File: src/rtl/param_fifo.sv
// Parametrised single-clock FIFO with occupancy count, almost-full/almost-empty
// thresholds, overflow/underflow pulses and an optional first-word-fall-through read.
//
// Ports:
//   clk           rising-edge clock
//   rst           asynchronous reset, active-low
//   data_in       write data, sampled when we=1
//   we, re        write / read requests
//   data_out      read data (registered in both read modes)
//   fifo_full     count == DEPTH
//   fifo_empty    count == 0
//   almost_full   count >= AFULL_TH
//   almost_empty  count <= AEMPTY_TH
//   count         occupancy, 0..DEPTH
//   overflow      one-cycle pulse for a rejected write
//   underflow     one-cycle pulse for a rejected read
module param_fifo #(
    parameter int unsigned WIDTH     = 16,
    parameter int unsigned DEPTH     = 8,
    parameter int unsigned AFULL_TH  = 6,
    parameter int unsigned AEMPTY_TH = 1,
    parameter int unsigned FWFT      = 0
) (
    input  logic                     clk,
    input  logic                     rst,
    input  logic [WIDTH-1:0]         data_in,
    input  logic                     we,
    input  logic                     re,
    output logic [WIDTH-1:0]         data_out,
    output logic                     fifo_full,
    output logic                     fifo_empty,
    output logic                     almost_full,
    output logic                     almost_empty,
    output logic [$clog2(DEPTH):0]   count,
    output logic                     overflow,
    output logic                     underflow
);

    localparam int unsigned AW = $clog2(DEPTH);
    localparam int unsigned CW = AW + 1;

    logic [WIDTH-1:0] mem [DEPTH];
    logic [AW-1:0]    wr_ptr;
    logic [AW-1:0]    rd_ptr;

    logic             rd_ok;
    logic             wr_ok;
    logic [CW-1:0]    count_next;
    logic [AW-1:0]    head_ptr_next;
    logic [WIDTH-1:0] head_next;
    logic [WIDTH-1:0] data_next;

    // Accept decisions, next occupancy and next data_out from pre-edge state
    always_comb begin
        rd_ok = re & (count != '0);
        wr_ok = we & ((count != CW'(DEPTH)) | rd_ok);

        count_next = count;
        case ({wr_ok, rd_ok})
            2'b10:   count_next = count + CW'(1);
            2'b01:   count_next = count - CW'(1);
            default: count_next = count;
        endcase

        // Head word after this edge; bypass the memory when the head slot is being written now
        head_ptr_next = rd_ptr + AW'(rd_ok);
        if (wr_ok && (head_ptr_next == wr_ptr)) begin
            head_next = data_in;
        end else begin
            head_next = mem[head_ptr_next];
        end

        data_next = data_out;
        if (FWFT != 0) begin
            // Present the head whenever non-empty; hold the last word while empty
            if (count_next != '0) begin
                data_next = head_next;
            end
        end else if (rd_ok) begin
            data_next = mem[rd_ptr];
        end
    end

    // Storage array; contents survive reset
    always_ff @(posedge clk) begin
        if (wr_ok) begin
            mem[wr_ptr] <= data_in;
        end
    end

    // Pointers, occupancy, flags, data and error pulses
    always_ff @(posedge clk or negedge rst) begin
        if (!rst) begin
            wr_ptr       <= '0;
            rd_ptr       <= '0;
            count        <= '0;
            data_out     <= '0;
            fifo_full    <= 1'b0;
            fifo_empty   <= 1'b1;
            almost_full  <= 1'b0;
            almost_empty <= 1'b1;
            overflow     <= 1'b0;
            underflow    <= 1'b0;
        end else begin
            if (wr_ok) begin
                wr_ptr <= wr_ptr + AW'(1);
            end
            if (rd_ok) begin
                rd_ptr <= rd_ptr + AW'(1);
            end
            count        <= count_next;
            data_out     <= data_next;
            fifo_full    <= (count_next == CW'(DEPTH));
            fifo_empty   <= (count_next == '0);
            almost_full  <= (count_next >= CW'(AFULL_TH));
            almost_empty <= (count_next <= CW'(AEMPTY_TH));
            overflow     <= we & ~wr_ok;
            underflow    <= re & ~rd_ok;
        end
    end

endmodule

File: config.mk
export PLATFORM = sky130hd
export DESIGN_NAME = param_fifo
export DESIGN_NICKNAME = d
export VERILOG_FILES = /design/src/rtl/param_fifo.sv
export SDC_FILE = /design/constraint.sdc
export NUM_CORES = 1
export LEC_CHECK = 0
export CAP_MARGIN = 20
export CORE_ASPECT_RATIO = 1.4
export CORE_MARGIN = 10
export CORE_UTILIZATION = 30
export DETAILED_ROUTE_END_ITERATION = 8
export HOLD_SLACK_MARGIN = 0.06
export MAX_ROUTING_LAYER = met4
export PLACE_DENSITY = 0.55
export SLEW_MARGIN = 20
export SYNTH_ARGS = -nofsm -noshare
export SYNTH_HDL_FRONTEND = slang
export SYNTH_SLANG_ARGS = --single-unit
export TNS_END_PERCENT = 50
File: constraint.sdc
create_clock -name clk -period 5.1 [get_ports clk]
set_input_delay 0.765 -clock clk [delete_from_list [all_inputs] [get_ports clk]]
set_output_delay 0.765 -clock clk [all_outputs]
set_load 0.005 [all_outputs]
**Yosys cells after proc, flatten, opt, wreduce, memory -nomap -nowiden**

Memory sizes are Yosys's and may differ from the RTL's. A register that Yosys moved wholly into a read port is not among the register bits.
Cells that the tools add are included.

- Flip-flop bits (word level): 16
- RAM bits: 128
- Input port bits: 20
- Memories: 1

- $add $sub $neg: 4
- Magnitude comparators: 2
- Eq/ne operators: 4
- Multiplexer cells: 3
- Bitwise operators: 7
- Reduce and logical (&&, ||, !) cells: 3

Memory list:

| memory | depth | width | read ports | clocked after Yosys merged registers in | wr ports | RTL line | source |
|---|---|---|---|---|---|---|---|
| mem | 8 | 16 | 1 | 1 | 1 | 42 | `logic [WIDTH-1:0] mem [DEPTH];` |

Operators by type and width:

| cell | count |
|---|---|
| one-hot mux 4 bit (2 select lines) | 1 |
| adder 3 x 1 -> 3 bit (second input constant) | 2 |
| adder 4 x 1 -> 4 bit (second input constant) | 1 |
| bitwise AND 1 bit | 4 |
| == test 4 bit (second input constant) | 1 |
| >= comparator 4 x 3 -> 1 bit (second input constant) | 1 |
| <= comparator 4 x 1 -> 1 bit (second input constant) | 1 |
| logical NOT 4 bit | 1 |
| != test 4 bit (second input constant) | 1 |
| nonzero test 4 bit | 1 |
| subtractor 4 x 1 -> 4 bit (second input constant) | 1 |
| == test 2 x 1 -> 1 bit (second input constant) | 1 |
| == test 2 bit (second input constant) | 1 |
| 2-to-1 mux 1 bit | 2 |
| NOT 1 bit | 2 |
| logical NOT 1 bit | 1 |
| OR 1 bit | 1 |

**Longest topological paths before layout**

- Word-level depth: 7
- Mapped depth: 9

**Worst setup path before layout**

Ideal clock, no wire load.

- Path kind: input -> register
- Start: input port re
- End: memory mem[1][0] (enable)
- Setup time: 0.409 ns
- Arrival time: 2.599 ns
- Setup slack: 2.092 ns
- Cell stages on the path: 5
- Cell sequence: clkbuf_2 > nor2b_1 > a21boi_1 > nand2_1 > nor3_1

- Word-level cells in the longest chain between the ends: 5

Ends and longest elaborated chain:

| item | RTL line | source |
|---|---|---|
| start, declared | 28 | `input logic re,` |
| bitwise AND 1 bit | 55 | `rd_ok = re & (count != '0);` |
| OR 1 bit | 56 | `wr_ok = we & ((count != CW'(DEPTH)) \| rd_ok);` |
| bitwise AND 1 bit | 56 |  |
| 2-to-1 mux 1 bit | 86 | `if (wr_ok) begin` |
| 2-to-1 mux 1 bit (implied by the code) | 87 | `mem[wr_ptr] <= data_in;` |
| end, declared | 42 |  |

No other way between the ends.

**Worst setup path after layout**

- Start: input port re
- End: register almost_full

- Word-level cells in the longest chain between the ends: 6

Ends and longest elaborated chain:

| item | RTL line | source |
|---|---|---|
| bitwise AND 1 bit * | 55 |  |
| OR 1 bit | 56 |  |
| bitwise AND 1 bit | 56 |  |
| == test 2 x 1 -> 1 bit / == test 2 bit (equally long branches) | 59 | `case ({wr_ok, rd_ok})` |
| one-hot mux 4 bit (2 select lines) * | 59 |  |
| >= comparator 4 x 3 -> 1 bit * | 115 | `almost_full <= (count_next >= CW'(AFULL_TH));` |
| end signal, assigned | 115 |  |
| end, declared | 32 | `output logic almost_full,` |

Every way passes the cells marked *; elsewhere a longest branch is shown, timed or not.
A chain may end at the register's enable or synchronous reset.

==> impl_metrics.json <==
{
  "final_min_period_over_clock_period_pct": 61.3,
  "cts-buffers-inserted": 17,
  "synthTopCellsByArea": "sky130_fd_sc_hd__edfxtp_1 (61%), sky130_fd_sc_hd__dfrtp_1 (12%), sky130_fd_sc_hd__mux4_2 (11%), sky130_fd_sc_hd__mux2i_1 (2.9%), sky130_fd_sc_hd__o21ai_0 (1.6%)",
  "layout-drive-gt1-share_pct": 23.6,
  "placement.setup.worst_slack_ns": 1.53,
  "timing.critical_path.cells": "clkdlybuf4s50_1 > nor2b_1 > o21ai_0 > inv_1 > ha_1 > and3_1 > o21ai_0 > nand3_4 > or4b_1",
  "fin_area_um2": 7700,
  "synth_nets": 354,
  "startpoint_type": "input pin",
  "global_route.overflow_total": 0,
  "synth.yosys.seq_area_share_pct": 73.5,
  "slew_headroom_pct": 35.7,
  "tightestPinTransition_ns": 0.961,
  "hpwl_mm": 7.75,
  "postCtsSetupRepairBufs": 0,
  "grt_util_all_layers_pct": 10.0,
  "reg2reg_slack_ns": 2.03,
  "clockPowerShare_pct": 29.2,
  "clock_path_buffers": 2,
  "r2r-end": "almost_full$_DFF_PN0_",
  "floorplan.die.height_um": 192,
  "number_of_global_route_vias_before_repair": 3473,
  "pin_count_of_the_biggest_net_entering_global_routing": 36,
  "most_common_cell_after_layout_fill_and_taps_aside": "sky130_fd_sc_hd__edfxtp_1",
  "cellPowerDensity_nw_per_um2": 572,
  "synth_top_area_share_pct": 60.8,
  "worstRegToRegCells": 8,
  "die_area_um2": 27300,
  "setup_violations": 0,
  "netlist_area_um2": 6320,
  "postCtsHoldBufs": 0,
  "crit_path_dat_ns": 3.41,
  "syn-instance-count": 329,
  "layout_common_cells": "sky130_fd_sc_hd__edfxtp_1 (128), sky130_fd_sc_hd__clkdlybuf4s50_1 (44), sky130_fd_sc_hd__mux4_2 (32)",
  "drtPass1Iterations": 7,
  "core_region_area_um2": 20600,
  "synth_seq_cells": 160,
  "synth_top_cell_by_area": "sky130_fd_sc_hd__edfxtp_1",
  "fin_nets": 411,
  "placed_cells": 623,
  "net-switching-power_mw": 1.32,
  "layout_min_cycle_time_ns": 3.13,
  "swShare_pct": 30.0,
  "status": "complete, no violations",
  "combPwrFrac_pct": 26.6,
  "critical_path.most_common_cell": "sky130_fd_sc_hd__o21ai_0",
  "post_drt_wl_per_cell_um": 19.2,
  "drt_iter0_drc": 234,
  "floorplan.die.width_um": 143,
  "synth_warnings": 0,
  "fmax_mhz": 320,
  "endpoint_kind": "flip-flop",
  "worst_r2r_startpoint": "count[0]$_DFF_PN0_",
  "p_leak_nw": 2.65,
  "floorplan.io_pins": 46,
  "flow.area_growth_from_synthesis_pct": 21.8,
  "post_drt_via_cell_ratio": 4.82,
  "power_report.internal_total_mw": 3.08,
  "power.sequential.fraction_pct": 44.2,
  "rsz0062_at_grt": "false",
  "slowest_delay_ns": 0.63,
  "post_cts.resized_instances": 0,
  "drt_wl_total_mm": 12.6,
  "vdd.ir_drop.worst_uv": 249,
  "tns_ns": 0,
  "wire_length_of_the_first_global_routing_pass_mm": 20.0,
  "async_flop_share_pct": 20.0,
  "synth_cell_types": 46,
  "finalNonFillerCells": 656,
  "synthesis.area_per_instance_um2": 19.2,
  "clk_transition_reported_paths_ns": 0.06,
  "finalWeightedCongestion": 0.713,
  "class_of_the_tightest_hold_or_removal_check": "input pin to async pin",
  "num_vias": 3159,
  "dominantRegCellSynth": "sky130_fd_sc_hd__edfxtp_1",
  "path_delay_family": "simple AND/OR/NAND/NOR gates",
  "clkSinkCount": 160,
  "total_power_mw": 4.40,
  "portBuffers": 45,
  "floorplan.rows": 62,
  "final-max-slew-violation-count": 0,
  "insertion_delay_ns": 0.42,
  "critical_path.slowest_cell": "sky130_fd_sc_hd__clkdlybuf4s50_1",
  "timing.critical_path.fanout_max": 8,
  "htree_num_levels": 4,
  "maxCapViolations": 0,
  "required_ns": 5.39,
  "layout_setup_ws_ns": 1.97,
  "place_area_um2": 7090,
  "cts-root-buf": "sky130_fd_sc_hd__clkbuf_16",
  "critical_path_class": "input pin to flip-flop",
  "initial_utilization_pct": 30.6,
  "finalHoldViolations": 0,
  "tritoncts": "yes",
  "crit_buf_inv": 2,
  "number_of_antenna_violations_at_the_first_check_in_global_routing": 1,
  "number_of_flops_mapped_to_enable_cells_by_yosys": 128,
  "drtAntennaViolNets": 0,
  "number_of_drc_violations_after_detailed_routing": 0,
  "finClkSkew_ns": 0.00671
}
[registers in the layout (all words and copies together), names as in the netlist, 3 cells and up]
register  count
data_out     16
wr_ptr        3
mem         128
count         4
rd_ptr        3
[power groups by stage]
stage	Sequential (mW)	Combinational [mW]	Clock [mW]
global route	1.98	1.31	1.38
floorplan	1.82	0.862	0
detailed placement	1.98	1.21	0
finish	1.94	1.17	1.29
global placement	1.97	1.19	0
CTS	1.96	1.21	1.31
[logic make-up (layout without fill, tap and decap cells)]
logic type | count (synthesis) | after routing | share of synthesized area (%)
simple gates | 53 | 53 | 5.07
fa+ha+maj | 5 | 5 | 1.11
xor+xnor | 6 | 6 | 0.832
flops | 160 | 160 | 73.5
buf+inv | 21 | 91 | 1.56
compound gates | 31 | 31 | 3.03
other cells | 0 | 1 | 0
mux | 53 | 53 | 14.9
[worst reg2reg max path, cell delays in order (launching register included)]
cell                      delay, ns
sky130_fd_sc_hd__dfrtp_1       0.51
sky130_fd_sc_hd__or3_4         0.48
sky130_fd_sc_hd__o21ai_0       0.29
sky130_fd_sc_hd__inv_1         0.11
sky130_fd_sc_hd__ha_1          0.36
sky130_fd_sc_hd__and3_1        0.23
sky130_fd_sc_hd__o21ai_0       0.30
sky130_fd_sc_hd__nand3_4       0.14
sky130_fd_sc_hd__or4b_1        0.52
[metal layers]
metal  routed length [um]  share of wire (%)  up-vias  GRT usage, %
li1                     -                  -     1419             -
met1                 5120                 41     1661          10.9
met2                 6770                 54       65          17.5
met3                  542                4.3       14          2.45
met4                  184                1.5        0          3.66
met5                    0                  0        -             -
[per-stage QoR]
step	util, %	hold WS, ns
final	37.3	0.412
after global routing	37.3	0.494
after CTS	37.3	0.457
after detailed placement	34.4	0.471
after global placement	34.4	0.464
after floorplan	-	0.469
[worst max path at each step]
stage | endpoint | slack [ns] | cells past startpoint | startpoint
global placement | almost_full$_DFF_PN0_ | 1.64 | 9 | re
CTS | almost_full$_DFF_PN0_ | 1.98 | 9 | re
floorplan | mem[1][0]$_DFFE_PP_ | 2.09 | 5 | re
detailed placement | almost_full$_DFF_PN0_ | 1.53 | 9 | re
global route | almost_full$_DFF_PN0_ | 1.84 | 9 | re
finish | almost_full$_DFF_PN0_ | 1.97 | 9 | re
[area by class of cell]
type	instances	area (um^2)
Antenna cell	1	2.50
Clock buffer	17	425
Clock inverter	15	178
Fill cell	1899	12900
Inverter	5	18.8
Multi-Input combinational cell	148	1590
Sequential cell	160	4650
Tap cell	256	320
Timing Repair Buffer	54	513
[cell usage after synthesis (3+ instances only)]
library cell                 n
sky130_fd_sc_hd__o21ai_0    20
sky130_fd_sc_hd__clkbuf_1    5
sky130_fd_sc_hd__nor2_1      9
sky130_fd_sc_hd__mux4_2     32
sky130_fd_sc_hd__nand2_1    19
sky130_fd_sc_hd__edfxtp_1  128
sky130_fd_sc_hd__buf_2       8
sky130_fd_sc_hd__ha_1        4
sky130_fd_sc_hd__nand2b_1    3
sky130_fd_sc_hd__inv_1       5
sky130_fd_sc_hd__dfrtp_1    30
sky130_fd_sc_hd__xnor2_1     3
sky130_fd_sc_hd__mux2i_1    18
sky130_fd_sc_hd__xor2_1      3
(Power assumes the default switching activity.)
